[src/rtl/vdp_sprite_eval_if.sv]
// VRAM read port shared by the sprite evaluator (master) and the gfx fetch/VRAM side.
interface vdp_sprite_eval_if;
    logic [12:0] vaddr;
    logic [15:0] vdata;
    logic        busy;

    modport master (output vaddr, output busy, input vdata);
    modport slave  (input vaddr, input busy, output vdata);
endinterface

[src/rtl/vdp_sprite_eval.sv]
// Per-line sprite evaluation: scans the attribute table for the first MAX_SPR sprites
// covering a line, then fetches their X/pattern bytes into a small list for gfx.

module vdp_sprite_eval_lane #(
    parameter logic [7:0] Y_TERM = 8'hD0
) (
    input  logic [7:0] y,
    input  logic [7:0] line,
    input  logic       h16,
    input  logic       mag,
    output logic       term,
    output logic       vis,
    output logic [3:0] row
);
    logic [7:0] d;
    logic [8:0] h;

    // Y is the line above the sprite's first row, hence the extra -1; wraps mod 256.
    always_comb begin
        d    = line - y - 8'd1;
        h    = (h16 ? 9'd16 : 9'd8) << mag;
        term = (y == Y_TERM);
        vis  = ({1'b0, d} < h);
        row  = mag ? d[4:1] : d[3:0];
    end
endmodule

module vdp_sprite_eval #(
    parameter int         MAX_SPR = 8,
    parameter int         NUM_SPR = 64,
    parameter logic [7:0] Y_TERM  = 8'hD0
) (
    input  logic                     clk,
    input  logic                     reset,
    input  logic                     start,
    input  logic [7:0]               line,
    input  logic [5:0]               base_sprattr,
    input  logic                     spr_h16,
    input  logic                     spr_mag,
    vdp_sprite_eval_if.master        vram,
    output logic                     done,
    output logic [3:0]               spr_count,
    output logic                     spr_overflow,
    input  logic [2:0]               rd_idx,
    output logic [7:0]               rd_x,
    output logic [7:0]               rd_pattern,
    output logic [3:0]               rd_row
);
    localparam int LANES     = 2;
    localparam int NUM_WORDS = NUM_SPR / LANES;

    typedef enum logic [1:0] {S_IDLE, S_SCAN, S_FETCH, S_DONE} state_t;

    typedef struct packed {
        logic [5:0] idx;
        logic [3:0] row;
        logic [7:0] x;
        logic [7:0] pat;
    } spr_ent_t;

    state_t     state_q, state_d;
    logic [7:0] line_q;
    logic [5:0] base_q;
    logic       h16_q, mag_q;
    logic [3:0] count_q, cnt_nx;
    logic       ovf_q, ovf_hit, stop;
    logic [5:0] word_k;
    logic [3:0] fi_q;
    logic       rd_vld;
    logic [4:0] rd_tag;
    logic       issue_scan, issue_fetch;
    spr_ent_t   ents [MAX_SPR];

    logic [LANES-1:0][7:0] y_byte;
    logic [LANES-1:0]      term, vis;
    logic [LANES-1:0][3:0] row;
    logic [LANES-1:0]      app_en;
    logic [LANES-1:0][2:0] app_slot;

    // Lane 0 is the even (low) byte, so it is evaluated first.
    assign y_byte = vram.vdata;

    for (genvar l = 0; l < LANES; l++) begin : g_lane
        vdp_sprite_eval_lane #(.Y_TERM(Y_TERM)) u_lane (
            .y    (y_byte[l]),
            .line (line_q),
            .h16  (h16_q),
            .mag  (mag_q),
            .term (term[l]),
            .vis  (vis[l]),
            .row  (row[l])
        );
    end

    // Walk both lanes in order with a running count so two hits can land in one cycle.
    always_comb begin
        cnt_nx   = count_q;
        ovf_hit  = 1'b0;
        stop     = 1'b0;
        app_en   = '0;
        app_slot = '0;
        if (state_q == S_SCAN && rd_vld) begin
            for (int l = 0; l < LANES; l++) begin
                if (!stop) begin
                    if (term[l]) begin
                        stop = 1'b1;
                    end else if (vis[l]) begin
                        if (cnt_nx == 4'(MAX_SPR)) begin
                            ovf_hit = 1'b1;
                            stop    = 1'b1;
                        end else begin
                            app_en[l]   = 1'b1;
                            app_slot[l] = cnt_nx[2:0];
                            cnt_nx      = cnt_nx + 4'd1;
                        end
                    end
                end
            end
            if (rd_tag == 5'(NUM_WORDS - 1)) stop = 1'b1;
        end
    end

    always_ff @(posedge clk) begin
        if (reset) state_q <= S_IDLE;
        else       state_q <= state_d;
    end

    always_comb begin
        state_d = state_q;
        if (start) begin
            state_d = S_SCAN;
        end else begin
            case (state_q)
                S_IDLE:  state_d = S_IDLE;
                S_SCAN:  if (stop) state_d = (cnt_nx == 4'd0) ? S_DONE : S_FETCH;
                S_FETCH: if (fi_q == count_q) state_d = S_DONE;
                S_DONE:  state_d = S_IDLE;
                default: state_d = S_IDLE;
            endcase
        end
    end

    always_comb begin
        vram.busy    = (state_q == S_SCAN) || (state_q == S_FETCH);
        done         = (state_q == S_DONE);
        spr_overflow = (state_q == S_DONE) && ovf_q;
        issue_scan   = (state_q == S_SCAN) && (word_k < 6'(NUM_WORDS));
        issue_fetch  = (state_q == S_FETCH) && (fi_q < count_q);
        vram.vaddr   = '0;
        if (issue_scan)       vram.vaddr = {base_q, 2'b00, word_k[4:0]};
        else if (issue_fetch) vram.vaddr = {base_q, 1'b1, ents[fi_q[2:0]].idx};
    end

    // Ending the scan drops whatever read is still in flight.
    always_ff @(posedge clk) begin
        if (reset) begin
            line_q  <= '0;
            base_q  <= '0;
            h16_q   <= 1'b0;
            mag_q   <= 1'b0;
            count_q <= '0;
            ovf_q   <= 1'b0;
            word_k  <= '0;
            fi_q    <= '0;
            rd_vld  <= 1'b0;
            rd_tag  <= '0;
        end else if (start) begin
            line_q  <= line;
            base_q  <= base_sprattr;
            h16_q   <= spr_h16;
            mag_q   <= spr_mag;
            count_q <= '0;
            ovf_q   <= 1'b0;
            word_k  <= '0;
            fi_q    <= '0;
            rd_vld  <= 1'b0;
        end else begin
            rd_vld <= issue_scan || issue_fetch;
            rd_tag <= issue_fetch ? {2'b00, fi_q[2:0]} : word_k[4:0];
            if (issue_scan)  word_k <= word_k + 6'd1;
            if (issue_fetch) fi_q   <= fi_q + 4'd1;
            if (state_q == S_SCAN && rd_vld) begin
                count_q <= cnt_nx;
                if (ovf_hit) ovf_q  <= 1'b1;
                if (stop)    rd_vld <= 1'b0;
            end
        end
    end

    always_ff @(posedge clk) begin
        if (!reset && !start) begin
            for (int l = 0; l < LANES; l++) begin
                if (app_en[l]) begin
                    ents[app_slot[l]].idx <= {rd_tag, 1'(l)};
                    ents[app_slot[l]].row <= row[l];
                end
            end
            if (state_q == S_FETCH && rd_vld) begin
                ents[rd_tag[2:0]].x   <= vram.vdata[7:0];
                ents[rd_tag[2:0]].pat <= vram.vdata[15:8];
            end
        end
    end

    assign spr_count  = count_q;
    assign rd_x       = ents[rd_idx].x;
    assign rd_pattern = ents[rd_idx].pat & ~{7'd0, h16_q};
    assign rd_row     = ents[rd_idx].row;
endmodule

[src/flat_wrapper.sv]
// flat-port wrapper written by rule: the top's interface ports become plain ports
module vdp_sprite_eval_flat 
#(
    parameter int         MAX_SPR = 8,
    parameter int         NUM_SPR = 64,
    parameter logic [7:0] Y_TERM  = 8'hD0
)
  (clk, reset, start, line, base_sprattr, spr_h16, spr_mag, done, spr_count, spr_overflow, rd_idx, rd_x, rd_pattern, rd_row, vram_vaddr, vram_busy, vram_vdata);
  vdp_sprite_eval_if vram_i ();
  input  logic clk;
  input  logic reset;
  input  logic start;
  input  logic [7:0] line;
  input  logic [5:0] base_sprattr;
  input  logic spr_h16;
  input  logic spr_mag;
  output logic done;
  output logic [3:0] spr_count;
  output logic spr_overflow;
  input  logic [2:0] rd_idx;
  output logic [7:0] rd_x;
  output logic [7:0] rd_pattern;
  output logic [3:0] rd_row;
  output wire logic [$bits(vram_i.vaddr)-1:0] vram_vaddr;
  output wire logic [$bits(vram_i.busy)-1:0] vram_busy;
  input wire logic [$bits(vram_i.vdata)-1:0] vram_vdata;
  assign vram_vaddr = vram_i.vaddr;
  assign vram_busy = vram_i.busy;
  assign vram_i.vdata = vram_vdata;
  vdp_sprite_eval #(.MAX_SPR(MAX_SPR), .NUM_SPR(NUM_SPR), .Y_TERM(Y_TERM)) u_core (.clk(clk), .reset(reset), .start(start), .line(line), .base_sprattr(base_sprattr), .spr_h16(spr_h16), .spr_mag(spr_mag), .vram(vram_i), .done(done), .spr_count(spr_count), .spr_overflow(spr_overflow), .rd_idx(rd_idx), .rd_x(rd_x), .rd_pattern(rd_pattern), .rd_row(rd_row));
endmodule
[config.mk]
export PLATFORM = sky130hd
export DESIGN_NAME = vdp_sprite_eval_flat
export DESIGN_NICKNAME = d
export VERILOG_FILES = /design/src/rtl/vdp_sprite_eval_if.sv /design/src/rtl/vdp_sprite_eval.sv /design/src/flat_wrapper.sv
export SDC_FILE = /design/constraint.sdc
export NUM_CORES = 1
export LEC_CHECK = 0
export BUFFER_PORTS_ARGS = -buffer_cell sky130_fd_sc_hd__buf_2
export CORE_ASPECT_RATIO = 0.75
export CORE_MARGIN = 2
export CORE_UTILIZATION = 48
export CTS_CLUSTER_SIZE = 20
export DETAILED_ROUTE_END_ITERATION = 7
export GPL_ROUTABILITY_DRIVEN = 0
export PLACE_DENSITY_LB_ADDON = 0.08
export SETUP_SLACK_MARGIN = 0.05
export SYNTH_ARGS = -nofsm -noshare
export SYNTH_HDL_FRONTEND = slang
export SYNTH_SLANG_ARGS = --single-unit
export TNS_END_PERCENT = 100
[constraint.sdc]
create_clock -name clk -period 14.7 [get_ports clk]
set_clock_uncertainty 0.2 [all_clocks]
set_input_delay 2.205 -clock clk [delete_from_list [all_inputs] [get_ports clk]]
set_output_delay 2.205 -clock clk [all_outputs]
set_load 0.02 [all_outputs]
==> flow_summary.ini, run 1 <==
[global_routing]
grt_pass1_wl_um = 46720
grtUsageMet2 = 0.3200
grt.total_usage = 0.2282
grt_pass1_vias = 7546
antenna_found_initial = 0
grt_max_degree = 41
grt_use_met3 = 0.03468
grt-ovfl-total = 0
grt-busiest-layer = met1
grtUsageMet1 = 0.3743

[clock_network]
postCtsHoldBufs = 0
clk-insertion-delay-late_ns = 0.53
clk_pin_slew_ns = 0.06
cts_buffers = 26
clkSinkCount = 250
root_buffer = clkbuf_16
ctsResizeCount = 0
post_cts_buffers = 0
cts_buffer_depth = 3
cts_tree = built
cts_max_level = 1

[worst_setup_path]
path_max_fanout = 12
required_ns = 14.70
r2r_slack_ns = 8.30
rr_startpoint = u_core.line_q[0]
arrival_ns = 7.93
reg2reg_depth = 25
rr_endpoint = u_core.ents[0][17]
cp-start-kind = input pin
critPathKind = input pin to flip-flop
crit_end = u_core.ents[0][17]
cp-startpoint = vram_vdata[0]
crit_path_end_kind = flip-flop

[floorplan]
core_area_sq_um = 25720
die_y_um = 143.5
die_w_um = 190.0
std_cell_rows = 51
initial_core_util = 0.4846
dieArea_sq_um = 27280
num_io_pins = 78

[timing]
hold_viol_final = 0
rsz0062_at_grt = no
setup_ws_ns = 6.770
finalSetupTns_ns = 0
finalSetupViolCount = 0
min_period_over_period = 0.5394
max_freq_mhz = 126.1
hold_slack_ns = 0.2640
worst_pin_slew_ns = 1.154
maxSlewHeadroom = 0.2300
final.min_clock_period_ns = 7.930
drv_slew = 0

[placement]
port-buffer-count = 77
dp_slack_ns = 6.382
dpl.hpwl_um = 21070

[pwr]
power.leakage_nw = 5.529
irDropWorstVdd_mv = 0.08140
p_per_area_nw_per_um2 = 115.9
power_mw = 1.633

[yosys]
ys_top_cells_by_area = edfxtp_1 48%, mux4_2 9.4%, dfxtp_1 8.0%, mux2i_1 4.0%, ha_1 3.7%
ys.flop_type = edfxtp_1
syn-num-nets = 1027
synth_cell_type_count = 83
syn_area_per_cell_sq_um = 13.12
yosys_warnings = 0
synth_common_cells = 200 x edfxtp_1, 90 x nor2_1, 54 x nand2_1
ys_seq_area_frac = 0.5623
ys_async_sr_fraction = 0
synth_edf_count = 200
synth_top_area_share = 0.4820
yosysMostFrequentCell = edfxtp_1
ys_seq_elements = 250
synth_area_sq_um = 12460
yosysTopAreaCell = edfxtp_1
synth_cells = 950

[finish]
drive_gt1_frac = 0.2471
multi_input_area_sq_um = 5115
nets = 1097
fillCellCount = 2175
syn2layout_area_growth_pct = 13.06
diodes = 0
seqCellArea_sq_um = 7007

[run]
maxCapViolCount = 0

[drt]
drt-pass1-iter-count = 5
wirelength_um = 30920
drt-initial-drc-count = 728
remaining_drc_errors = 0
wl_per_cell_um = 22.34
vias_per_cell = 5.837
num_vias = 8078
ant_nets = 0

[min_path]
hold_depth = 2
hold_class = flip-flop to flip-flop

[run_status]
outcome = complete, no violations
==> power by group <==
group	internal, mW	switching, mW
registers	0.760	0.00960
clock network	0.418	0.275
logic	0.0610	0.110
==> cell usage in the layout, fill, tap and decap left out, drive strengths merged, types with 5 or more instances in the layout <==
| master | netlist | layout |
|---|---|---|
| edfxtp | 200 | 200 |
| nor2 | 93 | 93 |
| buf | 17 | 87 |
| nand2 | 56 | 56 |
| mux4 | 52 | 52 |
| mux2i | 50 | 50 |
| dfxtp | 50 | 50 |
| inv | 45 | 47 |
| o21ai | 43 | 43 |
| ha | 37 | 37 |
| clkbuf | 28 | 34 |
| nor2b | 34 | 34 |
| nand3 | 33 | 33 |
| a21oi | 26 | 26 |
| and2 | 22 | 22 |
| mux2 | 19 | 19 |
| nor3 | 13 | 13 |
| clkinv | 2 | 10 |
| xnor2 | 9 | 9 |
| and3 | 9 | 9 |
| a211oi | 9 | 9 |
| nand2b | 8 | 8 |
| a21o | 6 | 6 |
| xor2 | 6 | 6 |
| nand4 | 6 | 6 |
| o211ai | 6 | 6 |
| nor4 | 6 | 6 |
| o21a | 6 | 6 |
| o31ai | 6 | 6 |
| a2111oi | 5 | 5 |
==> routing by layer <==
metal,vias to the layer above,share of wire
met3,33,0.069
li1,3717,-
met2,286,0.41
met1,4042,0.51
met4,0,0.014
met5,-,0
==> flip-flops by register name, indices dropped and copies added (netlist names), named ones only <==
| signal | cells |
|---|---|
| u_core.ents | 208 |
| u_core.line_q | 8 |
| u_core.base_q | 6 |
| u_core.word_k | 6 |
| u_core.rd_tag | 5 |
| u_core.fi_q | 4 |
| u_core.spr_count | 4 |
| u_core.state_q | 2 |
| u_core.h16_q | 1 |
| u_core.mag_q | 1 |
| u_core.ovf_q | 1 |
| u_core.rd_vld | 1 |
==> worst max-delay path, cell delays in order <==
cell and delay (ns):
buf_2 0.10, inv_1 0.13, ha_1 0.22, inv_1 0.07
fa_1 0.41, nand2b_1 0.19, nand2b_1 0.08, nand2_1 0.05
a21boi_0 0.30, ha_1 0.28, o21ai_0 0.08, nand2b_1 0.08
a21oi_1 0.22, o211ai_2 0.31, nor2_2 0.51, nor2_1 0.09
a21oi_1 0.19, ha_1 0.18, inv_1 0.05, a2111oi_0 0.30
nand4_1 0.20, nand2_2 0.22, inv_2 0.09, ha_1 0.29
a2111o_1 0.58, nor2b_4 0.22, inv_1 0.28
==> per-stage QoR <==
step | util | area [sq um] | instances
CTS | 0.5479 | 14090 | 1384
floorplan | - | 12460 | 950
global route | 0.5479 | 14090 | 1384
global placement | 0.5129 | 13190 | 1336
detailed placement | 0.5129 | 13190 | 1336
finish | 0.5479 | 14090 | 1384
==> worst min path at each step <==
stage / from / endpoint / slack [ns]
4_1_cts: u_core.ents[7][20] / u_core.ents[7][20] / 0.26
2_1_floorplan: u_core.ovf_q / u_core.ovf_q / 0.23
3_3_place_gp: u_core.ents[2][20] / u_core.ents[2][20] / 0.25
6_report: u_core.ents[0][20] / u_core.ents[0][20] / 0.26
3_5_place_dp: u_core.ents[7][20] / u_core.ents[7][20] / 0.25
5_1_grt: u_core.ents[2][20] / u_core.ents[2][20] / 0.30
==> cells by family after synthesis <==
logic type | after synthesis | share of synthesized area
DFF | 250 | 0.5623
buffers and inverters | 92 | 0.02962
adders and majority gates | 39 | 0.04037
and+or+nand+nor | 299 | 0.1253
muxes | 121 | 0.1513
AOI/OAI and AO/OA | 134 | 0.08053
xor gates and xnor gates | 15 | 0.01054
==> area by class of cell <==
type | instances | area share
Tap cell | 344 | 0.03055
Clock buffer | 34 | 0.05142
Sequential cell | 250 | 0.4973
Timing Repair Buffer | 87 | 0.03268
Inverter | 47 | 0.01252
Multi-Input combinational cell | 608 | 0.3631
Clock inverter | 14 | 0.01243
No activity file was read; power rests on OpenSTA's default activity.
==> inputs of run 2 (changes only) <==
==> constraint.sdc (replaced) <==
create_clock -name clk -period 6.5 [get_ports clk]
set_clock_uncertainty 0.2 [all_clocks]
set_input_delay 0.975 -clock clk [delete_from_list [all_inputs] [get_ports clk]]
set_output_delay 0.975 -clock clk [all_outputs]
set_load 0.02 [all_outputs]
==> run 2 against run 1 <==
First-iteration DRC count shrank 0.41%. Worst setup slack lost 6.1 ns. Clock-buffer cell count down 6. Non-clock buffer count grew 12. Design area grew 0.42%. Flip-flop and latch count unchanged. Global-route usage increased by 0.16 points. Sequential share of layout area shrank 0.21 points. Critical path type unchanged. Critical endpoint is now u_core.ents[0][16]. Largest cell class unchanged.
==> flow_summary.ini, run 2 (same netlist as run 1, synthesis figures left out) <==
[clock_network]
post_cts_buffers = 0
cts_max_level = 1
cts_buffer_depth = 3
ctsResizeCount = 0
cts_buffers = 25
clkSinkCount = 250
clk-insertion-delay-late_ns = 0.52
cts_tree = built
postCtsHoldBufs = 0
root_buffer = clkbuf_16
clk_pin_slew_ns = 0.06

[global_routing]
grt_max_degree = 41
grt-ovfl-total = 0
grt_pass1_vias = 7553
antenna_found_initial = 0
grt.total_usage = 0.2298
grt_pass1_wl_um = 47120

[pwr]
power.leakage_nw = 5.542
irDropWorstVdd_mv = 0.1587
p_per_area_nw_per_um2 = 258.7

[drt]
drt-initial-drc-count = 725
ant_nets = 0
wl_per_cell_um = 22.19
wirelength_um = 30940
vias_per_cell = 5.780
num_vias = 8058
drt-pass1-iter-count = 5
remaining_drc_errors = 0

[timing]
maxSlewHeadroom = 0.2814
hold_viol_final = 0
finalSetupViolCount = 0
finalSetupTns_ns = 0
min_period_over_period = 0.9014
final.min_clock_period_ns = 5.859
worst_pin_slew_ns = 1.048
rsz0062_at_grt = no
max_freq_mhz = 170.7
drv_slew = 0

[worst_setup_path]
cp-start-kind = input pin
critPathKind = input pin to flip-flop
required_ns = 6.50
path_max_fanout = 10
rr_startpoint = u_core.line_q[0]
arrival_ns = 5.86
cp-startpoint = vram_vdata[0]
crit_path_end_kind = flip-flop
r2r_slack_ns = 0.91

[floorplan]
initial_core_util = 0.4846
core_area_sq_um = 25720
die_y_um = 143.5
num_io_pins = 78
std_cell_rows = 51
die_w_um = 190.0
dieArea_sq_um = 27280

[finish]
nets = 1108
largest_register_ffs = 208
final_cell_mix = 200 x edfxtp_1, 86 x nor2_1, 77 x buf_2
instances_no_fill = 1394
diodes = 0
fillCellCount = 2148
multi_input_area_sq_um = 5115
final_common_cell = edfxtp_1
syn2layout_area_growth_pct = 13.54
drive_gt1_frac = 0.2514
seqCellArea_sq_um = 7007

[min_path]
hp-start = u_core.ovf_q
hold_class = flip-flop to flip-flop

[run]
maxCapViolCount = 0

[placement]
dpl.hpwl_um = 21550
port-buffer-count = 77
place_inst = 1348

[run_status]
outcome = complete, no violations
run 2: cell types whose count changed in the layout (fill, tap and decap cells not counted):
cell / delta
clkbuf_16: -2
inv_6: +2
clkinv_1: +3
clkbuf_2: -2
clkbuf_8: -2
buf_4: +12
clkinvlp_4: +4
inv_4: -2
clkinv_2: -4
bufinv_16: +1
run 2: final timing paths:
check,to,cells past startpoint
max,u_core.ents[0][16],27
min,u_core.ovf_q,1
max reg2reg,u_core.ents[0][16],25
min reg2reg,u_core.ovf_q,1
run 2: power breakdown:
| part | switching (mW) | total, mW | internal, mW |
|---|---|---|---|
| clock network | 0.621 | 1.53 | 0.909 |
| registers | 0.0213 | 1.74 | 1.72 |
| logic | 0.248 | 0.390 | 0.142 |
| total | 0.890 | 3.66 | 2.77 |
run 2: worst max-delay path: stages:
cell and delay, ns:
buf_2 0.09, inv_1 0.11, ha_1 0.21, inv_1 0.07, fa_1 0.41, nand2b_1 0.19, nand2b_1 0.08, nand2_1 0.05
a21boi_0 0.29, ha_1 0.28, o21ai_0 0.08, nand2b_1 0.07, a21oi_1 0.21, o211ai_2 0.21, nor2_2 0.15, nor2_1 0.05
a21oi_1 0.18, ha_1 0.18, inv_1 0.05, a2111oi_0 0.28, nand4_1 0.19, nand2_2 0.16, inv_2 0.08, ha_1 0.19
a2111o_1 0.52, nor2b_4 0.21, inv_1 0.30
run 2: per-layer routing:
| metal | global-route usage | wire, um | up-vias |
|---|---|---|---|
| li1 | - | - | 3731 |
| met1 | 0.3809 | 15630 | 4026 |
| met2 | 0.3185 | 12800 | 274 |
| met3 | 0.03639 | 2129 | 27 |
| met4 | 0.03550 | 370 | 0 |
| met5 | 0 | 0 | - |
run 2: per-stage QoR:
| step | worst slack (ns) | hold slack (ns) | instance area (sq um) | total power [mW] | utilization |
|---|---|---|---|---|---|
| finish | 0.6411 | 0.2630 | 14150 | 3.660 | 0.5501 |
| global route | 0.1647 | 0.2972 | 14150 | 3.796 | 0.5501 |
| CTS | 0.6530 | 0.2647 | 14150 | 3.693 | 0.5501 |
| detailed placement | 0.09670 | 0.2526 | 13280 | 2.161 | 0.5164 |
| global placement | 0.2688 | 0.2494 | 13280 | 2.161 | 0.5164 |
| floorplan | 0.3797 | 0.2324 | 12460 | 2.037 | - |
run 2: layout make-up:
cell class,instances,share of cell area
clock buffers,28,0.04502
multi-input cells,608,0.3615
clock inverters,18,0.01636
well taps,344,0.03042
inverters,47,0.01247
repair buffers,99,0.03891
flip-flops and latches,250,0.4953
==> inputs of run 3 (changes only) <==
--- a/config.mk
+++ b/config.mk
@@ -12,8 +12,9 @@
 export CTS_CLUSTER_SIZE = 20
 export DETAILED_ROUTE_END_ITERATION = 7
 export GPL_ROUTABILITY_DRIVEN = 0
-export PLACE_DENSITY_LB_ADDON = 0.08
+export PLACE_DENSITY = 0.68
 export SETUP_SLACK_MARGIN = 0.05
+export SKIP_CTS_REPAIR_TIMING = 1
 export SYNTH_ARGS = -nofsm -noshare
 export SYNTH_HDL_FRONTEND = slang
 export SYNTH_SLANG_ARGS = --single-unit
==> run 3 against run 2 <==
Non-clock buffer count fell by 2. Register-to-register slack worse by 0.05 ns. Flip-flop and latch count unchanged. First-iteration DRC count grew 4.0%. Via count rose by 0.91%. Clock power hardly changed. Worst hold slack improved by 0.0072 ns. Design area about the same. Die area unchanged. Critical path depth up 1. Critical path type unchanged.
==> flow_summary.ini, run 3 (same netlist as run 1, synthesis figures left out) <==
[worst_setup_path]
r2r_slack_ns = 0.86
arrival_ns = 5.93
reg2reg_depth = 26
crit_slowest_cell = fa_1
crit_path_end_kind = flip-flop
rr_startpoint = u_core.line_q[0]
slowest_delay_ns = 0.42
crit_top_cell = inv_1
path_max_fanout = 9
rr_endpoint = u_core.ents[4][24]
critPathKind = input pin to flip-flop
required_ns = 6.50
cp-start-kind = input pin

[timing]
rsz0062_at_grt = no
finalSetupTns_ns = 0
drv_slew = 0
final.min_clock_period_ns = 5.928
worst_pin_slew_ns = 1.133
hold_viol_final = 0
max_freq_mhz = 168.7
finalSetupViolCount = 0
min_period_over_period = 0.9120
setup_ws_ns = 0.5723
maxSlewHeadroom = 0.2429

[drt]
drt-pass1-iter-count = 5
wirelength_um = 30180
drt-initial-drc-count = 754
remaining_drc_errors = 0
ant_nets = 0
vias_per_cell = 5.837
wl_per_cell_um = 21.66
num_vias = 8131

[finish]
final_cell_mix = 200 x edfxtp_1, 86 x nor2_1, 77 x buf_2
syn2layout_area_growth_pct = 13.52
drive_gt1_frac = 0.2517
nets = 1107
final_core_util = 0.5500
diodes = 0
largest_register_ffs = 208
fin_area_sq_um = 14140
final_common_cell = edfxtp_1

[pwr]
p_per_area_nw_per_um2 = 257.5
irDropWorstVdd_mv = 0.1832
power.leakage_nw = 5.517

[min_path]
hold_class = flip-flop to flip-flop
hold_end = u_core.ents[0][20]
hold_depth = 2
hp-start = u_core.ents[0][20]

[global_routing]
grt.total_usage = 0.2215
grt_pass1_wl_um = 46060
antenna_found_initial = 1
grt-ovfl-total = 0
grt_pass1_vias = 7844
grt_max_degree = 41

[floorplan]
die_y_um = 143.5
std_cell_rows = 51
dieArea_sq_um = 27280
initial_core_util = 0.4846
die_w_um = 190.0
core_area_sq_um = 25720
num_io_pins = 78

[run_status]
outcome = complete, no violations

[clock_network]
cts_max_level = 1
root_buffer = clkbuf_16
cts_buffers = 26
cts_tree = built
cts_buffer_depth = 3
clkSinkCount = 250
clk_pin_slew_ns = 0.06
clk-insertion-delay-late_ns = 0.53

[placement]
port-buffer-count = 77
postPlaceCellArea_sq_um = 13260
dpl.hpwl_um = 20850
dp_slack_ns = 0.03097

[run]
maxCapViolCount = 0
## run 3: area by class of cell
cell class	count	area, sq um
repair buffers	97	535.5
flip-flops and latches	250	7007
multi-input cells	608	5115
well taps	344	430.4
inverters	47	183.9
fillers	2119	11570
clock buffers	35	725.7
clock inverters	12	147.6
## run 3: worst max-delay path: cells and delay by family
kind | cells | cell delay (ns)
adder cells (fa/ha/maj) | 5 | 1.27
AO/OA/AOI/OAI | 7 | 1.53
AND/OR/NAND/NOR | 8 | 1.22
buffers and inverters | 8 | 0.92
## run 3: how the worst max path moves through the flow
stage | from | to | slack (ns) | cells past startpoint
finish | vram_vdata[0] | u_core.ents[4][24] | 0.57 | 28
global placement | vram_vdata[0] | u_core.ents[0][19] | 0.24 | 27
detailed placement | vram_vdata[0] | u_core.ents[0][17] | 0.03 | 27
floorplan | vram_vdata[0] | u_core.ents[0][16] | 0.38 | 29
global route | vram_vdata[0] | u_core.ents[4][18] | 0.08 | 28
CTS | vram_vdata[0] | u_core.ents[0][19] | 0.56 | 27
## run 3: stage by stage
step           power, mW  hold slack, ns  std cells
3_3_place_gp       2.150          0.2544       1346
3_5_place_dp       2.155          0.2579       1346
5_1_grt            3.765          0.2956       1393
2_1_floorplan      2.037          0.2324        950
4_1_cts            3.658          0.2703       1393
6_report           3.642          0.2702       1393
## run 3: power breakdown
| part | leakage [nW] | internal, mW | switching [mW] |
|---|---|---|---|
| Clock | 0.417 | 0.904 | 0.612 |
| Combinational | 2.53 | 0.139 | 0.247 |
| Sequential | 2.57 | 1.72 | 0.0211 |
| Total | 5.52 | 2.76 | 0.880 |
## run 3: layer usage
| layer | global-route usage | part of all wire | vias up |
|---|---|---|---|
| li1 | - | - | 3734 |
| met1 | 0.3408 | 0.47 | 4037 |
| met2 | 0.3239 | 0.43 | 321 |
| met3 | 0.04591 | 0.084 | 39 |
| met4 | 0.04651 | 0.018 | 0 |
| met5 | 0 | 0 | - |
